## src/rtl/ahb_arbiter_rr_if.sv

```systemverilog
// Arbiter-side AHB signal bundle: requests and muxed bus status in, grant and ownership out.
// Shared between the round-robin arbiter and whatever drives the master-side requests.
interface ahb_arbiter_rr_if #(
    parameter int unsigned P_NUMM = 5
);
    logic [P_NUMM-1:0] hbusreq;
    logic [P_NUMM-1:0] hlock;
    logic [P_NUMM-1:0] hgrant;
    logic [3:0]        hmaster;
    logic              hmastlock;
    logic [1:0]        htrans;
    logic [2:0]        hburst;
    logic              hready;
    logic [1:0]        hresp;
    logic [15:0]       hsplit;

    modport master (
        output hbusreq, hlock, htrans, hburst, hready, hresp, hsplit,
        input  hgrant, hmaster, hmastlock
    );

    modport slave (
        input  hbusreq, hlock, htrans, hburst, hready, hresp, hsplit,
        output hgrant, hmaster, hmastlock
    );
endinterface

```

## src/rtl/ahb_arbiter_rr.sv

```systemverilog
// Round-robin AHB arbiter: honours fixed bursts, HLOCK and SPLIT masking,
// and caps undefined-length INCR tenure at P_MAX_TENURE address beats.
module ahb_arbiter_rr #(
    parameter int unsigned P_NUMM        = 5,
    parameter int unsigned P_DEFAULT_MST = 0,
    parameter int unsigned P_MAX_TENURE  = 16
) (
    input logic             i_hclk,
    input logic             i_hresetn,
    ahb_arbiter_rr_if.slave bus
);
    localparam logic [1:0] L_IDLE   = 2'b00;
    localparam logic [1:0] L_BUSY   = 2'b01;
    localparam logic [1:0] L_NONSEQ = 2'b10;
    localparam logic [1:0] L_SEQ    = 2'b11;
    localparam logic [1:0] L_OKAY   = 2'b00;
    localparam logic [1:0] L_SPLIT  = 2'b11;

    localparam logic [P_NUMM-1:0] L_ONE       = {{(P_NUMM-1){1'b0}}, 1'b1};
    localparam logic [P_NUMM-1:0] L_DEF_GRANT = L_ONE << P_DEFAULT_MST;
    localparam logic [3:0]        L_DEF_IDX   = 4'(P_DEFAULT_MST);
    localparam logic [7:0]        L_TENURE    = 8'(P_MAX_TENURE - 1);

    logic [P_NUMM-1:0] r_hgrant;
    logic [3:0]        r_hmaster;
    logic              r_hmastlock;
    logic [3:0]        r_hmaster_d;
    logic [P_NUMM-1:0] r_split_mask;
    logic              r_split_pend;
    logic [3:0]        r_rr_ptr;
    logic [7:0]        r_beat_cnt;

    logic [3:0]        w_grant_idx;
    logic [P_NUMM-1:0] w_eligible;
    logic [3:0]        w_winner;
    logic [3:0]        w_cand;
    logic              w_found;
    logic              w_grantee_lock;
    logic              w_lock_hold;
    logic              w_arb_cond;
    logic              w_arb_ok;
    logic              w_split_first;
    logic [P_NUMM-1:0] w_split_set;
    logic [P_NUMM-1:0] w_split_mask_nxt;

    always_comb begin
        w_grant_idx = '0;
        for (int unsigned i = 0; i < P_NUMM; i++) begin
            if (r_hgrant[i]) w_grant_idx = 4'(i);
        end
    end

    assign w_eligible     = bus.hbusreq & ~r_split_mask;
    assign w_grantee_lock = |(bus.hlock & (L_ONE << w_grant_idx));

    // Search starts just past the last winner; the last candidate is rr_ptr itself.
    always_comb begin
        w_found  = 1'b0;
        w_winner = L_DEF_IDX;
        w_cand   = '0;
        for (int unsigned k = 1; k <= P_NUMM; k++) begin
            w_cand = 4'((32'(r_rr_ptr) + k) % P_NUMM);
            if (!w_found && |(w_eligible & (L_ONE << w_cand))) begin
                w_found  = 1'b1;
                w_winner = w_cand;
            end
        end
    end

    // A pending SPLIT overrides both the lock hold and the burst position.
    assign w_lock_hold = r_hmastlock && |(bus.hlock & (L_ONE << r_hmaster)) && !r_split_pend;

    always_comb begin
        w_arb_cond = 1'b0;
        unique case (bus.htrans)
            L_IDLE:   w_arb_cond = 1'b1;
            L_NONSEQ: w_arb_cond = (bus.hburst == 3'b000);
            L_SEQ:    w_arb_cond = (r_beat_cnt == 8'd1) || (r_beat_cnt == 8'd0);
            L_BUSY:   w_arb_cond = (r_beat_cnt == 8'd0);
        endcase
    end

    assign w_arb_ok = bus.hready && !w_lock_hold && (r_split_pend || w_arb_cond);

    assign w_split_first    = (bus.hresp == L_SPLIT) && !bus.hready && !r_split_pend;
    assign w_split_set      = w_split_first ? (L_ONE << r_hmaster_d) : '0;
    assign w_split_mask_nxt = (r_split_mask & ~bus.hsplit[P_NUMM-1:0]) | w_split_set;

    always_ff @(posedge i_hclk or negedge i_hresetn) begin
        if (!i_hresetn) begin
            r_hgrant     <= L_DEF_GRANT;
            r_hmaster    <= L_DEF_IDX;
            r_hmastlock  <= 1'b0;
            r_hmaster_d  <= L_DEF_IDX;
            r_split_mask <= '0;
            r_split_pend <= 1'b0;
            r_rr_ptr     <= L_DEF_IDX;
            r_beat_cnt   <= '0;
        end else begin
            r_split_mask <= w_split_mask_nxt;

            if (w_split_first) begin
                r_split_pend <= 1'b1;
            end else if (bus.hready) begin
                r_split_pend <= 1'b0;
            end

            if (bus.hresp != L_OKAY) begin
                r_beat_cnt <= '0;
            end else if (bus.hready) begin
                if (bus.htrans == L_NONSEQ) begin
                    unique case (bus.hburst)
                        3'b000:         r_beat_cnt <= 8'd0;
                        3'b001:         r_beat_cnt <= L_TENURE;
                        3'b010, 3'b011: r_beat_cnt <= 8'd3;
                        3'b100, 3'b101: r_beat_cnt <= 8'd7;
                        3'b110, 3'b111: r_beat_cnt <= 8'd15;
                    endcase
                end else if (bus.htrans == L_SEQ && r_beat_cnt != 8'd0) begin
                    r_beat_cnt <= r_beat_cnt - 8'd1;
                end
            end

            if (bus.hready) begin
                r_hmaster   <= w_grant_idx;
                r_hmastlock <= w_grantee_lock;
                r_hmaster_d <= r_hmaster;
            end

            if (w_arb_ok) begin
                r_hgrant <= L_ONE << w_winner;
                if (w_winner != w_grant_idx && |w_eligible) r_rr_ptr <= w_winner;
            end
        end
    end

    assign bus.hgrant    = r_hgrant;
    assign bus.hmaster   = r_hmaster;
    assign bus.hmastlock = r_hmastlock;
endmodule

```

## src/flat_wrapper.sv

```systemverilog
// flat-port wrapper written by rule: the top's interface ports become plain ports
module ahb_arbiter_rr_flat 
#(
    parameter int unsigned P_NUMM        = 5,
    parameter int unsigned P_DEFAULT_MST = 0,
    parameter int unsigned P_MAX_TENURE  = 16
)
  (i_hclk, i_hresetn, bus_hbusreq, bus_hlock, bus_htrans, bus_hburst, bus_hready, bus_hresp, bus_hsplit, bus_hgrant, bus_hmaster, bus_hmastlock);
  ahb_arbiter_rr_if #(.P_NUMM(P_NUMM)) bus_i ();
  input logic i_hclk;
  input logic i_hresetn;
  input wire logic [$bits(bus_i.hbusreq)-1:0] bus_hbusreq;
  input wire logic [$bits(bus_i.hlock)-1:0] bus_hlock;
  input wire logic [$bits(bus_i.htrans)-1:0] bus_htrans;
  input wire logic [$bits(bus_i.hburst)-1:0] bus_hburst;
  input wire logic [$bits(bus_i.hready)-1:0] bus_hready;
  input wire logic [$bits(bus_i.hresp)-1:0] bus_hresp;
  input wire logic [$bits(bus_i.hsplit)-1:0] bus_hsplit;
  output wire logic [$bits(bus_i.hgrant)-1:0] bus_hgrant;
  output wire logic [$bits(bus_i.hmaster)-1:0] bus_hmaster;
  output wire logic [$bits(bus_i.hmastlock)-1:0] bus_hmastlock;
  assign bus_i.hbusreq = bus_hbusreq;
  assign bus_i.hlock = bus_hlock;
  assign bus_i.htrans = bus_htrans;
  assign bus_i.hburst = bus_hburst;
  assign bus_i.hready = bus_hready;
  assign bus_i.hresp = bus_hresp;
  assign bus_i.hsplit = bus_hsplit;
  assign bus_hgrant = bus_i.hgrant;
  assign bus_hmaster = bus_i.hmaster;
  assign bus_hmastlock = bus_i.hmastlock;
  ahb_arbiter_rr #(.P_NUMM(P_NUMM), .P_DEFAULT_MST(P_DEFAULT_MST), .P_MAX_TENURE(P_MAX_TENURE)) u_core (.i_hclk(i_hclk), .i_hresetn(i_hresetn), .bus(bus_i));
endmodule
```

## config.mk

```make
export PLATFORM = sky130hd
export DESIGN_NAME = ahb_arbiter_rr_flat
export DESIGN_NICKNAME = d
export VERILOG_FILES = /design/src/rtl/ahb_arbiter_rr_if.sv /design/src/rtl/ahb_arbiter_rr.sv /design/src/flat_wrapper.sv
export SDC_FILE = /design/constraint.sdc
export NUM_CORES = 1
export LEC_CHECK = 0
export BUFFER_PORTS_ARGS = -buffer_cell sky130_fd_sc_hd__buf_2
export CAP_MARGIN = 20
export CORE_MARGIN = 2
export CORE_UTILIZATION = 35
export DETAILED_ROUTE_END_ITERATION = 16
export PLACE_DENSITY = 0.51
export SYNTH_ARGS = -nofsm -noshare
export SYNTH_HDL_FRONTEND = slang
export SYNTH_SLANG_ARGS = --single-unit
```

## constraint.sdc

```tcl
create_clock -name i_hclk -period 9.38 [get_ports i_hclk]
set_clock_uncertainty 0.05 [all_clocks]
set_input_delay 1.876 -clock i_hclk [delete_from_list [all_inputs] [get_ports i_hclk]]
set_output_delay 1.876 -clock i_hclk [all_outputs]
set_load 0.005 [all_outputs]
```

==> metrics.md <==
| Metric | Value |
|---|---|
| Net Count, Synth | between 700 and 800 |
| Most frequently used flop master after synthesis | sky130_fd_sc_hd__dfrtp_1 |
| Number of fillers in the final layout | 1582 |
| Status | completed |
| Setup TNS | 0 ns |
| CTS HTree Levels | 2 |
| Path type of the worst min-delay path | reg -> reg |
| Num CTS Buffers | 5 |
| CTS tree | done |
| Max rail drop VDD | approximately 0.00019 V |
| Longest individual stage delay on the worst path | 0.92 ns |
| Vias in the first global route | 5214 |
| Die area | 0.0166 mm² |
| Slowest cell on the critical path | sky130_fd_sc_hd__dfrtp_1 |
| Final worst-path cycle share | roughly 84% |
| Maximum number of pins on one net before global-route repair | 44 |
| Final layout net count | 789 |
| CP most frequent cell | sky130_fd_sc_hd__ha_1 |
| Asr flop ratio synth | 100% |
| Cell types with the highest counts after synthesis | 74 x sky130_fd_sc_hd__nor2_1, 55 x sky130_fd_sc_hd__nand2_1, 46 x sky130_fd_sc_hd__a21oi_1 |
| Setup repair after global routing missed its margin | false |
| Setup violation total in the final timing report | 0 |
| CP delay by family, top | compound AO/OA/AOI/OAI gates |
| Violation count after the first detailed-routing iteration | approximately 390 |
| Part of the power in combinational logic | 82.2% |
| Drt total wl | 15700 µm |
| Number of buffers added to fix hold violations after cts | 0 |
| Transition time at the pin with the least slew margin | 0.899 ns |
| Non-filler cells in the finished layout | around 900 |
| Layout cells sized above 1 | 17.0% |
| Vertical die dimension | ~130 µm |
| CP required | 9.53 ns |
| P&R area growth vs syn | 8.64% |
| Number of antenna violations at the first check in global routing | 0 |
| Number of warnings issued by yosys | 0 |
| Number of different library cells in the post-synthesis netlist | 115 |
| Post-synth design cell area | 0.00545 mm² |
| Clock-pin transition on the worst setup and hold timing paths | ~0.050 ns |
| Fmax | around 0.13 GHz |
| GRT Residual Overflow | 0 |
| Data arrival, critical path | 8.07 ns |
| Number of cells produced by synthesis | ~700 |
| Buf+Inv Stages, Crit Path | 3 |
| Skew-Pair Late Insertion Delay | 0.28 ns |
| Post-Syn Area per Cell | 7.80 µm² |
| Highest net fanout along the worst path | 26 |
| Net switching component of the power | 1.25 mW |
| Standard cell core area | 0.0152 mm² |
| Flop and latch count out of synthesis | 30 |
| Type of the setup path with the least slack | reg -> reg |
| Global routing usage summed across all routing layers | 19.3% |
| Avg Vias per Cell | slightly above 6 |
| Fraction of post-synthesis cell area in the top cell type by area | approximately an eighth |
| Number of resized instances in the post-cts repair step | 0 |
| Num rows | 45 |
| Final Max Slew Viols | 0 |
| Final weighted congestion in routability-driven placement | between 0.9 and 1 |
| Power density cells | 396 mW/mm² |
| Global-route wire length before repair | 26600 µm |
| Wire length per cell | 17.5 µm |
| Slew margin rel. | 40.1% |
| Drt drc | 0 |
| Initial Util | 35.8% |
| Sw Share | 53.4% |
| Area leader, netlist | sky130_fd_sc_hd__dfrtp_1 |
| Max Buffers Root-to-Sink | 2 |
| Final hold viol count | 0 |
| Clock Sinks | 30 |
| Post-layout minimum cycle time | ~7.9 ns |
| Placed cell count | 891 |
| Pint | approximately 1.1 mW |
| Largest cells by area after synthesis | sky130_fd_sc_hd__dfrtp_1 13%, sky130_fd_sc_hd__ha_1 9.9%, sky130_fd_sc_hd__nor2_1 5.1% |
| Proportion of synthesized chip area in sequential cells | between 10% and 20% |
| Power share of the sequential group | 8.5% |
| Vias | 5427 |
| Antenna diode count | 0 |
| Clk pwr share | 9.2% |
| Multi-input logic area | 0.00438 mm² |
| Ports placed on the boundary | 46 |
| Width of the die | between 100 and 150 µm |
| Buffer count from post-CTS setup fixing | 0 |
| Master cell of the clock root buffer | sky130_fd_sc_hd__clkbuf_16 |
| Capturing element type of the critical path | flop |
| Final antenna-violating net count | 0 |
| Number of enable-type register cells in the synthesized netlist | 0 |
| Combined flip-flop and latch cell area | 752 µm² |
| Cell with the most instances after synthesis | sky130_fd_sc_hd__nor2_1 |
| Number of I/O port buffers | 33 |
| Detailed placement HPWL | 12000 µm |
| First-pass iteration count of the detailed router | 5 |
| Startpoint kind of the worst setup timing path | flop |
| Number of maximum-capacitance constraint violations | 0 |
| Leak | 2.48 nW |
per-layer routing:
layer	share of wire, %	wire [µm]	global-route usage, %	vias up
met5	0	0	0	-
met4	1.0	159	3.84	0
met3	5.1	798	2.08	12
met2	45	7140	31.8	162
met1	48	7600	27.5	2600
li1	-	-	-	2653
worst min-delay path: cells and delay by family, from the launching register on:
kind               cells  cell delay (ns)
DFF                    1             0.36
and+or+nand+nor        1             0.04
AOI/OAI and AO/OA      1             0.08
cell type report:
class / instances / share of cell area, %
sequential: 30 / 12.7
inverter: 36 / 2.28
tap: 188 / 3.97
clock buffer: 6 / 2.35
clock inverter: 2 / 1.01
multi-input combinational: 597 / 74.0
timing repair buffer: 40 / 3.68
per-stage QoR:
stage	area (µm²)	setup slack, ns	hold WS, ns	power [mW]	util [%]
3_5_place_dp	5720	1.56	0.430	2.10	37.6
4_1_cts	5920	1.53	0.452	2.33	38.9
5_1_grt	5920	0.840	0.488	2.57	38.9
3_3_place_gp	5720	1.84	0.421	2.07	37.6
6_report	5920	1.46	0.448	2.34	38.9
2_1_floorplan	5450	2.81	0.416	1.70	-
cell families (layout without fill, tap and decap cells):
kind of cell	after synthesis	in the layout	synth area share, %
multiplexers	29	29	6.84
XOR/XNOR	18	18	3.31
AO/OA/AOI/OAI	230	230	32.8
other	1	1	0.0688
AND/OR/NAND/NOR	275	275	27.3
flip-flops	30	30	13.8
buffers and inverters	71	84	5.81
adder cells (fa/ha/maj)	44	44	10.1
power groups by stage:
| stage | Sequential [mW] | Combinational, mW | Clock [mW] |
|---|---|---|---|
| finish | 0.200 | 1.93 | 0.216 |
| global route | 0.207 | 2.14 | 0.228 |
| CTS | 0.200 | 1.91 | 0.223 |
| detailed placement | 0.201 | 1.90 | 0 |
| global placement | 0.200 | 1.87 | 0 |
| floorplan | 0.192 | 1.51 | 0 |
registers in the layout, indices dropped and copies added, names as in the netlist:
signal / cells
u_core.bus.hmastlock: 1
u_core.r_beat_cnt: 8
u_core.r_split_pend: 1
u_core.r_hmaster_d: 3
u_core.r_rr_ptr: 4
u_core.r_split_mask: 5
u_core.bus.hgrant: 5
u_core.bus.hmaster: 3
final timing paths:
path | from | cells past startpoint | endpoint | slack, ns
max reg2reg | u_core.r_rr_ptr[2] | 25 | u_core.r_rr_ptr[1] | 1.46
min | u_core.bus.hgrant[0] | 2 | u_core.bus.hgrant[0] | 0.45
min in group asynchronous | i_hresetn | 1 | u_core.r_hmaster_d[0] | 1.60
max | u_core.r_rr_ptr[2] | 25 | u_core.r_rr_ptr[1] | 1.46
max in group asynchronous | i_hresetn | 1 | u_core.r_rr_ptr[2] | 7.23
min reg2reg | u_core.bus.hgrant[0] | 2 | u_core.bus.hgrant[0] | 0.45
cell usage in the layout, fill, tap and decap left out, drive strengths merged, types with 6 or more instances in the layout:
cell / instances
o22ai: 7
or3: 8
mux2i: 14
xnor2: 12
nand2b: 16
a21o: 6
nor2b: 15
a311oi: 6
a31oi: 9
nor3: 21
nor4: 9
dfrtp: 29
inv: 36
mux2: 10
a211oi: 14
o311ai: 7
nand2: 56
buf: 40
o31ai: 6
nand3: 14
clkbuf: 6
o21ai: 47
a21oi: 49
and2: 9
ha: 43
nor2: 76
xor2: 6
(Power assumes the default switching activity.)
